--- config.mk ---
export PLATFORM = sky130hd
export DESIGN_NAME = aes_ct_buffer_flat
export DESIGN_NICKNAME = d
export VERILOG_FILES = /design/src/rtl/aes_pkg.sv /design/src/rtl/aes_ct_buffer_if.sv /design/src/rtl/aes_block_fifo.sv /design/src/rtl/aes_ct_buffer.sv /design/src/flat_wrapper.sv
export SDC_FILE = /design/constraint.sdc
export NUM_CORES = 1
export LEC_CHECK = 0
export ABC_AREA = 1
export BUFFER_PORTS_ARGS = -buffer_cell sky130_fd_sc_hd__buf_2
export CAP_MARGIN = 20
export CORE_AREA = 2 2 253 255
export DETAILED_ROUTE_END_ITERATION = 8
export DIE_AREA = 0 0 255 257
export PLACE_DENSITY = 0.55
export SETUP_SLACK_MARGIN = 0.2
export SYNTH_ARGS = -nofsm -noshare
export SYNTH_HDL_FRONTEND = slang
export SYNTH_SLANG_ARGS = --single-unit
--- constraint.sdc ---
create_clock -name clk_i -period 11.9 [get_ports clk_i]
set_input_delay 2.975 -clock clk_i [delete_from_list [all_inputs] [get_ports clk_i]]
set_output_delay 2.975 -clock clk_i [all_outputs]
set_load 0.1 [all_outputs]
--- src/rtl/aes_pkg.sv ---
// Shared AES peripheral types: block width, word count and word ordering.
package aes_pkg;

    localparam int AES_BLOCK_W = 128;
    localparam int AES_WORDS   = 4;
    localparam int AES_WORD_W  = 32;

    typedef logic [AES_BLOCK_W-1:0] aes_block_t;

    // Word index 0 selects the least-significant word of the block.
    localparam bit AES_WORD0_LSW = 1'b1;

    function automatic logic [AES_WORD_W-1:0] aes_word(
        input aes_block_t blk,
        input logic [1:0] idx
    );
        logic [1:0] k;
        k = AES_WORD0_LSW ? idx : 2'(AES_WORDS - 1) - idx;
        return blk[AES_WORD_W*k +: AES_WORD_W];
    endfunction

endpackage

--- src/rtl/aes_ct_buffer_if.sv ---
// Core-side capture, bus-side read/control and status bundle of the
// ciphertext buffer.
interface aes_ct_buffer_if #(
    parameter int DEPTH = 4
);
    import aes_pkg::*;

    localparam int CW = $clog2(DEPTH) + 1;

    aes_block_t        ct_i;
    logic              ct_valid_i;
    logic              pop_i;
    logic              clr_i;
    logic              lock_i;
    logic [1:0]        rd_word_i;
    logic [31:0]       rd_data_o;
    logic [CW-1:0]     count_o;
    logic              empty_o;
    logic              full_o;
    logic              overflow_o;
    logic              irq_o;

    modport slave (
        input  ct_i, ct_valid_i, pop_i, clr_i, lock_i, rd_word_i,
        output rd_data_o, count_o, empty_o, full_o, overflow_o, irq_o
    );

    modport master (
        output ct_i, ct_valid_i, pop_i, clr_i, lock_i, rd_word_i,
        input  rd_data_o, count_o, empty_o, full_o, overflow_o, irq_o
    );

endinterface

--- src/rtl/aes_block_fifo.sv ---
// Synchronous circular FIFO of 128-bit blocks with wrap-bit pointers.
// A push into a full FIFO succeeds only when a pop happens in the same cycle.
module aes_block_fifo
    import aes_pkg::*;
#(
    parameter int DEPTH = 4,
    localparam int AW   = $clog2(DEPTH)
) (
    input  logic       clk_i,
    input  logic       rst_ni,
    input  logic       clr_i,
    input  logic       push_i,
    input  logic       pop_i,
    input  aes_block_t wdata_i,
    output aes_block_t rdata_o,
    output logic [AW:0] count_o,
    output logic       full_o,
    output logic       empty_o
);

    logic [AW:0] r_wr_ptr;
    logic [AW:0] r_rd_ptr;
    aes_block_t  r_mem [DEPTH];

    logic [AW:0] w_count;
    logic        w_full;
    logic        w_empty;
    logic        w_pop;
    logic        w_push;

    assign w_count = r_wr_ptr - r_rd_ptr;
    assign w_full  = (w_count == (AW+1)'(DEPTH));
    assign w_empty = (r_wr_ptr == r_rd_ptr);
    assign w_pop   = pop_i & ~w_empty;
    assign w_push  = push_i & (~w_full | w_pop);

    always_ff @(posedge clk_i) begin
        if (!rst_ni || clr_i) begin
            r_wr_ptr <= '0;
            r_rd_ptr <= '0;
        end else begin
            if (w_push) r_wr_ptr <= r_wr_ptr + 1'b1;
            if (w_pop)  r_rd_ptr <= r_rd_ptr + 1'b1;
        end
    end

    // Storage is deliberately left without reset.
    always_ff @(posedge clk_i) begin
        if (rst_ni && !clr_i && w_push)
            r_mem[r_wr_ptr[AW-1:0]] <= wdata_i;
    end

    assign rdata_o = r_mem[r_rd_ptr[AW-1:0]];
    assign count_o = w_count;
    assign full_o  = w_full;
    assign empty_o = w_empty;

endmodule

--- src/rtl/aes_ct_buffer.sv ---
// Captures each AES core output block on the rising edge of out_valid and
// exposes the oldest block to the register bus as four 32-bit words.
module aes_ct_buffer
    import aes_pkg::*;
#(
    parameter int DEPTH      = 4,
    parameter int DATA_WIDTH = 32
) (
    input  logic           clk_i,
    input  logic           rst_ni,
    aes_ct_buffer_if.slave bus
);

    localparam int AW = $clog2(DEPTH);

    logic                  r_valid_q;
    logic                  r_overflow;
    logic                  w_push;
    logic                  w_pop;
    aes_block_t            w_head;
    logic [AW:0]           w_count;
    logic                  w_full;
    logic                  w_empty;
    logic [DATA_WIDTH-1:0] w_word;

    // Resets high so a level already asserted at reset release is ignored.
    always_ff @(posedge clk_i) begin
        if (!rst_ni) r_valid_q <= 1'b1;
        else         r_valid_q <= bus.ct_valid_i;
    end

    assign w_push = bus.ct_valid_i & ~r_valid_q;
    assign w_pop  = bus.pop_i & ~bus.lock_i & ~w_empty;

    always_ff @(posedge clk_i) begin
        if (!rst_ni || bus.clr_i)
            r_overflow <= 1'b0;
        else if (w_push && w_full && !w_pop)
            r_overflow <= 1'b1;
    end

    aes_block_fifo #(
        .DEPTH (DEPTH)
    ) u_fifo (
        .clk_i   (clk_i),
        .rst_ni  (rst_ni),
        .clr_i   (bus.clr_i),
        .push_i  (w_push),
        .pop_i   (w_pop),
        .wdata_i (bus.ct_i),
        .rdata_o (w_head),
        .count_o (w_count),
        .full_o  (w_full),
        .empty_o (w_empty)
    );

    assign w_word = (w_empty || bus.lock_i)
                  ? '0
                  : DATA_WIDTH'(aes_word(w_head, bus.rd_word_i));

    assign bus.rd_data_o  = w_word[31:0];
    assign bus.count_o    = w_count;
    assign bus.empty_o    = w_empty;
    assign bus.full_o     = w_full;
    assign bus.overflow_o = r_overflow;
    assign bus.irq_o      = ~w_empty;

endmodule

--- src/flat_wrapper.sv ---
// flat-port wrapper written by rule: the top's interface ports become plain ports
module aes_ct_buffer_flat import aes_pkg::*;
#(
    parameter int DEPTH      = 4,
    parameter int DATA_WIDTH = 32
)
  (clk_i, rst_ni, bus_ct_i, bus_ct_valid_i, bus_pop_i, bus_clr_i, bus_lock_i, bus_rd_word_i, bus_rd_data_o, bus_count_o, bus_empty_o, bus_full_o, bus_overflow_o, bus_irq_o);
  aes_ct_buffer_if #(.DEPTH(DEPTH)) bus_i ();
  input  logic clk_i;
  input  logic rst_ni;
  input wire logic [$bits(bus_i.ct_i)-1:0] bus_ct_i;
  input wire logic [$bits(bus_i.ct_valid_i)-1:0] bus_ct_valid_i;
  input wire logic [$bits(bus_i.pop_i)-1:0] bus_pop_i;
  input wire logic [$bits(bus_i.clr_i)-1:0] bus_clr_i;
  input wire logic [$bits(bus_i.lock_i)-1:0] bus_lock_i;
  input wire logic [$bits(bus_i.rd_word_i)-1:0] bus_rd_word_i;
  output wire logic [$bits(bus_i.rd_data_o)-1:0] bus_rd_data_o;
  output wire logic [$bits(bus_i.count_o)-1:0] bus_count_o;
  output wire logic [$bits(bus_i.empty_o)-1:0] bus_empty_o;
  output wire logic [$bits(bus_i.full_o)-1:0] bus_full_o;
  output wire logic [$bits(bus_i.overflow_o)-1:0] bus_overflow_o;
  output wire logic [$bits(bus_i.irq_o)-1:0] bus_irq_o;
  assign bus_i.ct_i = bus_ct_i;
  assign bus_i.ct_valid_i = bus_ct_valid_i;
  assign bus_i.pop_i = bus_pop_i;
  assign bus_i.clr_i = bus_clr_i;
  assign bus_i.lock_i = bus_lock_i;
  assign bus_i.rd_word_i = bus_rd_word_i;
  assign bus_rd_data_o = bus_i.rd_data_o;
  assign bus_count_o = bus_i.count_o;
  assign bus_empty_o = bus_i.empty_o;
  assign bus_full_o = bus_i.full_o;
  assign bus_overflow_o = bus_i.overflow_o;
  assign bus_irq_o = bus_i.irq_o;
  aes_ct_buffer #(.DEPTH(DEPTH), .DATA_WIDTH(DATA_WIDTH)) u_core (.clk_i(clk_i), .rst_ni(rst_ni), .bus(bus_i));
endmodule
# Word-level counts from Yosys, hierarchy flattened
# Memory sizes are Yosys's and may differ from the RTL's. A register that Yosys moved wholly into a read port is not among the register bits.
# Index checks and enable logic that the tools add are counted.
# totals
mem_bits_rw,512
inputBits,136
ff_bits,8
memories,1
wordCells,35
output_inout_bits,39
# classes
mux,5
n_bitwise,10
shift,1
n_eq_ne,2
n_addsub,3
n_reduce_logical,9
# memory_table
name,words,width,read_ports,rd_clocked_by_memory_dff,write_ports,line,rtl
u_core.u_fifo.r_mem,4,128,1,1,1,aes_block_fifo.sv:23,aes_block_t r_mem [DEPTH];
# ops
operator,count
indexed part select 128 x 8 -> 32 bit,1
2-to-1 mux 32 bit,1
"adder 3 x 1 -> 3 bit, second input constant",2
bitwise AND 1 bit,5
logical AND 1 bit,4
2-to-1 mux 2 bit,2
inverter 1 bit,4
equality test 3 bit,1
"equality test 3 bit, second input constant",1
zero test 1 bit,3
subtractor 3 bit,1
logical OR 1 bit,2
2-to-1 mux 1 bit,2
OR 1 bit,1

# Logic depth before layout (Yosys ltp)
# Gate-level depths: netlist of run 1.
# logic_depth
depth_word,9
depth_mapped,12
depth_no_buf,10

# Hierarchy
# A second synthesis of run 1 with hierarchy kept.
# hier_totals
hier_cells,1710
area_unflattened_um2,21728.3
# modules_own_cells
module,n_inst,cells_per_inst,area_each_um2,seq_area_each_um2
aes_block_fifo,1,1314,19695.1,15534.9
aes_ct_buffer,1,396,2033.2,40.0

# Worst setup path before layout of run 1
# No wires, ideal clock.
# synth_path
kind,input to register
start,input bus_pop_i
end,"memory u_core.u_fifo.r_mem[0][0] (netlist bit), enable pin"
required_time_ns,11.128
stages,6
setup_time_ns,0.772
arrival_time_ns,12.162
slack_ns,-1.034
path_buffers,0
cell_sequence,inv_1 -> nor2_1 -> nand2_1 -> nand3_2 -> nand2_1 -> nor3_1
# synth_between
elab_chain_len,8
# synth_rtl
element,line,rtl
"start, declared",flat_wrapper.sv:13,input wire logic [$bits(bus_i.pop_i)-1:0] bus_pop_i;
bitwise AND 1 bit (2 in series),aes_ct_buffer.sv:33,assign w_pop = bus.pop_i & ~bus.lock_i & ~w_empty;
bitwise AND 1 bit,aes_block_fifo.sv:34,assign w_pop = pop_i & ~w_empty;
OR 1 bit,aes_block_fifo.sv:35,assign w_push = push_i & (~w_full | w_pop);
bitwise AND 1 bit,aes_block_fifo.sv:35,
logical AND 1 bit,aes_block_fifo.sv:49,if (rst_ni && !clr_i && w_push)
2-to-1 mux 1 bit,aes_block_fifo.sv:49,
2-to-1 mux 1 bit (not written as such),aes_block_fifo.sv:50,r_mem[r_wr_ptr[AW-1:0]] <= wdata_i;
"end, declared",aes_block_fifo.sv:23,
# Every way passes these cells.

# Final worst setup path of run 1
# layout_path
start,input bus_rd_word_i[0]
end,output bus_rd_data_o[22]
# layout_between
elab_chain_len,2
# layout_rtl
element,line,rtl
"start, declared",flat_wrapper.sv:16,input wire logic [$bits(bus_i.rd_word_i)-1:0] bus_rd_word_i;
indexed part select 128 x 8 -> 32 bit,aes_pkg.sv:19,return blk[AES_WORD_W*k +: AES_WORD_W];
2-to-1 mux 32 bit,aes_ct_buffer.sv:58,? '0
"end, declared",flat_wrapper.sv:17,output wire logic [$bits(bus_i.rd_data_o)-1:0] bus_rd_data_o;
# Every way passes these cells.

==> reports/qor.yml, run 1 <==
status:
  status: "completed"
cts:
  root_buffer: "clkbuf_16"
  cts_made_buffers: 55
  clk_pin_slew_ns: 0.05
  cts_resized: 0
  ctsHoldBuffers: 0
  h-tree-depth: 2
  cts_buffer_depth: 3
  cts_tree: "yes"
  clock_sinks: 522
  clk_latency_ns: 0.61
  cts_setup_buffers: 0
finish:
  drive_gt1_share_pct: 13.0
  multiInputGateArea_mm2: 0.00509
  nNetsFinal: 2209
  nFillCells: 6048
  seqCellArea_mm2: 0.0156
  area_growth_pct: 14.7
  stdcell_count: 2954
  final_area_mm2: 0.0249
pwr:
  ir_drop_mv: 0.113
  power.total_w: 0.00375
  power.density_mw_per_mm2: 150
  p_leak_nw: 9.41
synthesis:
  synth_nets: 2069
  synth_seq_cells: 522
  yosysTopAreaCell: "edfxtp_1"
  syn_inst: 1925
  ys_seq_area_share_pct: 71.6
  synth_top_area_share_pct: 70.7
  synth_area_leaders: "edfxtp_1 (71%), nand2_1 (11%), nor2_1 (4.1%)"
  ys_types: 24
  synth_area_mm2: 0.0217
  syn-mean-instance-area_um2: 11.3
  synth_warnings: 0
sta:
  final-setup-viol-count: 0
  finalCritPeriodShare_pct: 69.6
  finalWorstSetupSlack_ns: 3.62
  min_period_ns: 8.28
  slew_headroom_pct: 26.6
  hold_viol_final: 0
  rsz0062_at_grt: "no"
  fin_worst_skew_ns: 0.00982
  slew_viol_final: 0
  clock.fmax_mhz: 121
  worstMarginPinSlew_ns: 1.10
die:
  dieHeight_um: 257
  dieArea_mm2: 0.0655
  fp.coreArea_mm2: 0.0627
  rows: 92
  fp.dieW_um: 255
  io_pins: 175
  initial_core_util_pct: 34.7
grt:
  grt_pass1_vias: 13800
  antenna_found_initial: 27
  grt_usage_pct: 18.8
  grt_pass1_wl_um: 90700
  grt_max_degree: 129
  grt_overflow: 0
worst_setup_path:
  critPathMaxFanout: 59
  worstSetupStartpointType: "primary input"
  crit_type: "in2out"
  path_cells: "buf_2 > inv_2 > buf_4 > nand2_1 > nand2_1 > nor2_1 > nor2_1 > buf_2"
  reg2reg_slack_ns: 8.20
  slowest_delay_ns: 0.67
  end_kind: "output pin"
  crit_buf_inv: 4
  crit_arrival_ns: 5.30
  cp_data_required_time_ns: 8.93
  worst_path_max_delay_cell: "buf_4"
  crit_family: "buffers and inverters"
placement:
  place_area_mm2: 0.0233
  hpwl_um: 38200
  place_ws_ns: 3.63
  dp_cells: 2853
  port_buffers: 174
  gp_congestion: 0.790
detailed_routing:
  ant_nets: 0
  maxUsedRoutingLayer: "met5"
  vias: 14300
  drc: 0
  wl_met3_um: 4830
  wirelength_um: 61800
  wl_met2_um: 28300
  vias_per_cell: 4.85
  wire_per_inst_um: 20.9
  wl_met1_um: 27500
  drt_pre_antenna_iters: 5
  initialDrtViolationCount: 1347
min_path:
  hold_path_class: "reg2reg"
flow_run:
  max_cap_viol_count: 0
[tightest hold or removal path, delay by kind of cell (launching register included)]
family	cells	cell delay (ns)
simple gates	2	0.12
flops	1	0.33
[synthesized netlist by cell type]
library cell and number:
inv_2 6, fa_1 1, nor3_1 5, buf_1 16, nand3_2 2, or2_1 1
edfxtp_1 512, nand3_1 69, buf_6 11, dfxtp_1 10, buf_2 49, a21oi_1 5
ha_1 7, xor2_1 1, inv_4 1, nand2_1 637, o211ai_1 112, o21ai_1 8
buf_4 9, inv_1 132, o21ai_0 74, nor2_1 236, nor3b_1 1, clkbuf_1 20
[routing by layer]
| metal | GRT usage, % | up-vias |
|---|---|---|
| li1 | - | 6787 |
| met1 | 26.5 | 7008 |
| met2 | 29.5 | 417 |
| met3 | 4.46 | 103 |
| met4 | 4.24 | 24 |
| met5 | 0 | - |
[power breakdown]
part / internal [W] / switching [W] / leakage [nW]
clock network: 0.000887 / 0.000686 / 0.797
registers: 0.00202 / 0.00000209 / 4.69
logic: 0.0000382 / 0.000108 / 3.93
[registers in the layout (all words and copies together), names as in the netlist, named ones only]
name                    flops
u_core.u_fifo.r_rd_ptr      3
u_core.r_valid_q            1
u_core.u_fifo.r_wr_ptr      3
u_core.bus.overflow_o       1
u_core.u_fifo.r_mem       512
[final cells by class]
| type | instances | area share, % |
|---|---|---|
| diodes | 3 | 0.0301 |
| clock buffers | 68 | 5.89 |
| clock inverters | 29 | 0.642 |
| inverters | 139 | 2.12 |
| multi-input cells | 1159 | 20.4 |
| flip-flops and latches | 522 | 62.5 |
| well taps | 846 | 4.25 |
| repair buffers | 188 | 4.16 |
[worst paths after layout]
check | from | end | depth (start not counted)
setup / recovery | bus_rd_word_i[0] | bus_rd_data_o[22] | 8
hold / removal | u_core.bus.overflow_o | u_core.bus.overflow_o | 2
setup reg to reg | u_core.u_fifo.r_wr_ptr[0] | u_core.u_fifo.r_mem[2][91] | 9
hold reg to reg | u_core.bus.overflow_o | u_core.bus.overflow_o | 2
[cells by family after synthesis]
family,after synthesis,share of synthesized area (%)
compound gates,199,5.87
xor+xnor,1,0.0403
fa+ha+maj,8,0.495
buf+inv,244,5.04
flops,522,71.6
simple gates,951,16.9
[layout by cell type (no fill, tap or decap), drive strengths merged, types with 2 or more instances in the layout]
cell	instances
nand3	71
ha	7
clkbuf	68
o211ai	112
nand2	637
dfxtp	10
clkinvlp	2
a21oi	5
o21ai	82
nor2	236
clkinv	26
inv	139
nor3	5
edfxtp	512
diode	3
buf	188
[metrics by stage]
stage                     TNS (ns)  util (%)  hold slack (ns)
after floorplan            -529.41         -            0.496
after global placement           0      37.1            0.472
after detailed placement         0      37.1            0.472
after CTS                        0      39.7            0.500
after global routing             0      39.7            0.557
final                            0      39.7            0.494
No activity file was read; power rests on OpenSTA's default activity.
==> inputs of run 2 (changes only) <==
--- a/config.mk
+++ b/config.mk
@@ -11,7 +11,7 @@
 export CORE_AREA = 2 2 253 255
 export DETAILED_ROUTE_END_ITERATION = 8
 export DIE_AREA = 0 0 255 257
-export PLACE_DENSITY = 0.55
+export PLACE_DENSITY = 0.53
 export SETUP_SLACK_MARGIN = 0.2
 export SYNTH_ARGS = -nofsm -noshare
 export SYNTH_HDL_FRONTEND = slang
==> constraint.sdc (replaced) <==
create_clock -name clk_i -period 8.55 [get_ports clk_i]
set_input_delay 2.1375 -clock clk_i [delete_from_list [all_inputs] [get_ports clk_i]]
set_output_delay 2.1375 -clock clk_i [all_outputs]
set_load 0.1 [all_outputs]
==> reports/qor.yml, run 2 (synthesized netlist as in run 1, its figures left out) <==
placement:
  port_buffers: 174
  gp_congestion: 0.792
  hpwl_um: 37400
  place_ws_ns: 2.01
detailed_routing:
  drc: 0
  ant_nets: 0
  initialDrtViolationCount: 1073
  drt_pre_antenna_iters: 7
  wire_per_inst_um: 20.4
  vias_per_cell: 4.81
  wirelength_um: 60500
  vias: 14300
min_path:
  hold_depth: 2
  hold_path_class: "reg2reg"
cts:
  clock_sinks: 522
  clk_pin_slew_ns: 0.06
  cts_setup_buffers: 0
  cts_resized: 0
  cts_buffer_depth: 3
  h-tree-depth: 2
  ctsHoldBuffers: 0
  root_buffer: "clkbuf_16"
  clk_latency_ns: 0.61
  cts_tree: "yes"
  cts_made_buffers: 54
pwr:
  p_switching_w: 0.00112
  power.density_mw_per_mm2: 212
  p_leak_nw: 9.47
  p_int_w: 0.00420
  p_sw_share_pct: 21.0
  power.total_w: 0.00532
  combPwrFrac_pct: 3.8
  sequentialPowerShare_pct: 53.0
  power_frac_clock_pct: 43.2
  ir_drop_mv: 0.155
status:
  status: "completed"
sta:
  clock.fmax_mhz: 152
  min_period_ns: 6.57
  finalCritPeriodShare_pct: 76.8
  worstMarginPinSlew_ns: 1.03
  fin_worst_skew_ns: 0.0229
  finalWorstSetupSlack_ns: 1.98
  slew_viol_final: 0
  hold_viol_final: 0
  rsz0062_at_grt: "no"
  final-setup-viol-count: 0
  slew_headroom_pct: 31.5
worst_setup_path:
  end_kind: "output pin"
  ff2ff_path_depth: 9
  crit_arrival_ns: 4.43
  crit_type: "in2out"
  worstSetupStartpointType: "primary input"
  cp_data_required_time_ns: 6.41
  critPathMaxFanout: 31
grt:
  grt_max_degree: 189
  grt_pass1_wl_um: 88800
  antenna_found_initial: 24
  grt_usage_pct: 18.4
  grt_overflow: 0
  grt_pass1_vias: 13400
finish:
  area_growth_pct: 15.3
  drive_gt1_share_pct: 13.0
  final_common_cell: "nand2_1"
  nFillCells: 6005
  layout_common_cells: "nand2_1 (637), edfxtp_1 (512), nor2_1 (236)"
  nNetsFinal: 2211
  largest_reg_flops: 512
flow_run:
  max_cap_viol_count: 0
die:
  dieArea_mm2: 0.0655
  io_pins: 175
  dieHeight_um: 257
  rows: 92
  fp.dieW_um: 255
  initial_core_util_pct: 34.7
  fp.coreArea_mm2: 0.0627
[run 2: cell types whose count changed in the layout (fill, tap and decap cells not counted), sizes merged]
cell / change
bufinv: +5
buf: +3
clkinvlp: -2
inv: +2
diode: +9
clkbuf: -5
[run 2: power groups by stage]
stage / Sequential [W] / Clock, W / Combinational (W)
floorplan: 0.00288 / 0 / 0.000106
global placement: 0.00287 / 0 / 0.000200
detailed placement: 0.00287 / 0 / 0.000203
CTS: 0.00282 / 0.00235 / 0.000204
global route: 0.00282 / 0.00244 / 0.000221
finish: 0.00282 / 0.00230 / 0.000202
[run 2: final timing paths]
kind / startpoint / endpoint / slack [ns]
worst max-delay path: bus_rd_word_i[0] / bus_rd_data_o[19] / 1.98
worst max register to register: u_core.u_fifo.r_wr_ptr[0] / u_core.u_fifo.r_mem[2][122] / 5.47
worst min-delay path: u_core.bus.overflow_o / u_core.bus.overflow_o / 0.48
worst min register to register: u_core.bus.overflow_o / u_core.bus.overflow_o / 0.48
[run 2: metrics by stage]
stage | instance area, µm² | utilization (%) | TNS [ns] | cells | hold slack [ns]
final | 25100 | 40.0 | 0 | 2966 | 0.483
after floorplan | 21700 | - | -1815.80 | 1925 | 0.496
after CTS | 25100 | 39.9 | 0 | 2954 | 0.494
after global routing | 25100 | 40.0 | 0 | 2960 | 0.526
after detailed placement | 23300 | 37.2 | 0 | 2857 | 0.465
after global placement | 23300 | 37.2 | 0 | 2857 | 0.462
[run 2: layout make-up]
cell class	instances	area (µm²)	share of cell area (%)
Multi-Input combinational cell	1159	5090	20.3
Antenna cell	12	30.0	0.120
Clock inverter	34	319	1.27
Timing Repair Buffer	191	1090	4.33
Clock buffer	63	1390	5.52
Tap cell	846	1060	4.22
Sequential cell	522	15600	62.1
Inverter	139	529	2.11
[run 2: worst max-delay path: stages]
cell     delay, ns
buf_2         0.26
inv_2         0.55
buf_4         0.41
nand2_1       0.09
nand2_1       0.09
nor2_1        0.05
nor2_1        0.29
buf_2         0.50
[run 2: layer usage]
layer / vias up / track usage, % / share of wire [%]
met5: - / 0 / 0.091
met2: 360 / 28.8 / 46
li1: 6810 / - / -
met3: 84 / 4.18 / 6.8
met4: 8 / 4.61 / 2.0
met1: 7001 / 25.8 / 45
==> inputs of run 3 (changes only) <==
--- a/config.mk
+++ b/config.mk
@@ -5,12 +5,12 @@
 export SDC_FILE = /design/constraint.sdc
 export NUM_CORES = 1
 export LEC_CHECK = 0
-export ABC_AREA = 1
+export ABC_AREA = 0
 export BUFFER_PORTS_ARGS = -buffer_cell sky130_fd_sc_hd__buf_2
 export CAP_MARGIN = 20
-export CORE_AREA = 2 2 253 255
+export CORE_AREA = 2 2 242 244
 export DETAILED_ROUTE_END_ITERATION = 8
-export DIE_AREA = 0 0 255 257
+export DIE_AREA = 0 0 244 246
 export PLACE_DENSITY = 0.53
 export SETUP_SLACK_MARGIN = 0.2
 export SYNTH_ARGS = -nofsm -noshare
==> constraint.sdc (replaced) <==
create_clock -name clk_i -period 6.3 [get_ports clk_i]
set_input_delay 1.575 -clock clk_i [delete_from_list [all_inputs] [get_ports clk_i]]
set_output_delay 1.575 -clock clk_i [all_outputs]
set_load 0.1 [all_outputs]
==> reports/qor.yml, run 3 <==
finish:
  area_growth_pct: 18.4
  largest_reg_flops: 512
  utilization_pct: 41.1
  stdcell_count: 1868
  drive_gt1_share_pct: 37.5
  nNetsFinal: 1200
  layout_common_cells: "edfxtp_1 (512), buf_2 (173), mux4_2 (128)"
  final_common_cell: "edfxtp_1"
synthesis:
  synth_warnings: 0
  synth-edff-count: 512
  synth_nets: 991
  synth_area_leaders: "edfxtp_1 (77%), mux4_2 (14%), mux2i_1 (3.4%)"
  syn-mean-instance-area_um2: 23.5
  synth_seq_cells: 522
  synthXorXnorAreaFrac_pct: 0.257
  synth_top_area_share_pct: 77.1
  ys.flop_type: "edfxtp_1"
  synth-simple-area-share_pct: 0.747
  yosysTopAreaCell: "edfxtp_1"
  synth_compound_area_share_pct: 1.19
  synth.most_common_cell: "edfxtp_1"
  muxShareOfSynthArea_pct: 17.9
  synth_area_mm2: 0.0199
  synthAdderAreaFrac_pct: 0.540
  synthTopCellsByCount: "edfxtp_1 (512), mux4_2 (128), mux2i_1 (68)"
  ys_seq_area_share_pct: 78.1
  ys_types: 31
  synthArstFlopShare_pct: 0
  syn_inst: 847
  synth_top_family_by_area: "multiplexers"
min_path:
  worstHoldEndpoint: "u_core.bus.overflow_o"
  min_from: "u_core.bus.overflow_o"
  hold_depth: 2
  hold_path_class: "reg2reg"
sta:
  whs_ns: 0.475
  worstMarginPinSlew_ns: 1.07
  rsz0062_at_grt: "no"
  finalCritPeriodShare_pct: 81.6
  hold_viol_final: 0
  min_period_ns: 5.14
  clock.fmax_mhz: 195
  final-setup-viol-count: 0
  slew_headroom_pct: 28.5
  slew_viol_final: 0
  fin_worst_skew_ns: 0.00785
  setup_tns_ns: 0
flow_run:
  max_cap_viol_count: 0
worst_setup_path:
  crit_type: "in2out"
  reg2reg_slack_ns: 2.67
  end_kind: "output pin"
  worstSetupStartpointType: "primary input"
  slowest_delay_ns: 0.94
  worst_path_max_delay_cell: "or3_2"
  crit_buf_inv: 2
  ff2ff_path_depth: 8
  crit_arrival_ns: 3.57
  crit_family: "simple AND/OR/NAND/NOR gates"
  rr_startpoint: "u_core.u_fifo.r_wr_ptr[0]"
  cp_data_required_time_ns: 4.72
  critPathMaxFanout: 32
  cp_common_cell: "buf_2"
  path_cells: "buf_2 > or3_2 > o22ai_1 > buf_2"
  reg2reg_to: "u_core.u_fifo.r_mem[0][86]"
placement:
  hpwl_um: 23300
  port_buffers: 174
  dp_cells: 1764
  gp_congestion: 0.695
detailed_routing:
  vias_per_cell: 4.84
  initialDrtViolationCount: 483
  wire_per_inst_um: 21.8
  ant_nets: 0
  drt_pre_antenna_iters: 4
  drc: 0
  wirelength_um: 40800
  vias: 9035
grt:
  grt_overflow: 0
  grt_max_degree: 116
  grt_usage_pct: 13.7
  antenna_found_initial: 11
  grt_pass1_wl_um: 61600
  grt_pass1_vias: 9787
status:
  status: "completed"
die:
  fp.coreArea_mm2: 0.0574
  dieArea_mm2: 0.0600
  dieHeight_um: 246
  rows: 88
  initial_core_util_pct: 34.7
  io_pins: 175
  fp.dieW_um: 244
cts:
  root_buffer: "clkbuf_16"
  clock_sinks: 522
  cts_made_buffers: 55
  cts_setup_buffers: 0
  cts_resized: 0
  cts_tree: "yes"
  clk_pin_slew_ns: 0.05
  ctsHoldBuffers: 0
  h-tree-depth: 2
  clk_latency_ns: 0.58
  cts_buffer_depth: 3
pwr:
  p_leak_nw: 7.60
  power.density_mw_per_mm2: 302
  ir_drop_mv: 0.190
  power.total_w: 0.00712
==> run 3: cell types whose count changed in the layout (fill, tap and decap cells not counted), sizes merged, moves of 81 or more <==
cell | before | now
inv | 141 | 6
mux4 | 0 | 128
nand2 | 637 | 8
nor2 | 236 | 4
o211ai | 112 | 1
o21ai | 82 | 1
==> run 3: layer usage <==
layer | track usage [%] | vias to the layer above | share of wire [%]
li1 | - | 4036 | -
met1 | 17.0 | 4718 | 41
met2 | 23.6 | 186 | 51
met3 | 3.33 | 79 | 5.4
met4 | 4.52 | 16 | 2.0
met5 | 0 | - | 0.25
==> run 3: power by group <==
group,switching (W),internal (W)
clock,0.00127,0.00185
combinational,0.000110,0.0000700
sequential,0.00000297,0.00382
==> run 3: final cells by class <==
type                            count  area, µm²
Antenna cell                        7       17.5
Clock buffer                       80       1620
Clock inverter                     17        128
Fill cell                        5059      33800
Inverter                            6       22.5
Multi-Input combinational cell    275       4130
Sequential cell                   522      15600
Tap cell                          765        957
Timing Repair Buffer              196       1140
==> run 3: worst max-delay path by stage <==
stage	start	slack, ns	cells after the start	to
final	bus_rd_word_i[1]	1.16	4	bus_rd_data_o[7]
after global routing	bus_rd_word_i[1]	1.06	4	bus_rd_data_o[7]
after CTS	bus_rd_word_i[1]	1.04	4	bus_rd_data_o[7]
after detailed placement	bus_rd_word_i[1]	1.04	4	bus_rd_data_o[7]
after global placement	bus_rd_word_i[1]	1.05	4	bus_rd_data_o[7]
after floorplan	u_core.u_fifo.r_wr_ptr[0]	0.26	7	u_core.u_fifo.r_mem[0][0]
==> run 3: worst reg2reg max path, stage by stage, from the launching register on <==
cell	delay, ns
dfxtp_1	0.38
inv_1	0.11
ha_1	0.22
fa_1	0.48
nand3b_1	0.11
mux2i_1	0.13
a21boi_1	0.51
and3_4	0.72
buf_4	0.59
==> run 3: cells by family (layout without fill, tap and decap cells) <==
group | Yosys count | in the layout
and+or+nand+nor | 28 | 28
other | 0 | 7
muxes | 196 | 196
adders and majority gates | 8 | 8
DFF | 522 | 522
AOI/OAI and AO/OA | 38 | 38
xor gates and xnor gates | 5 | 5
buffers and inverters | 50 | 299
==> run 3: through the flow <==
step                setup slack (ns)  cell area (µm²)
finish                          1.16            23600
global route                    1.06            23600
CTS                             1.04            23600
detailed placement              1.04            21800
global placement                1.05            21800
floorplan                      0.258            19900
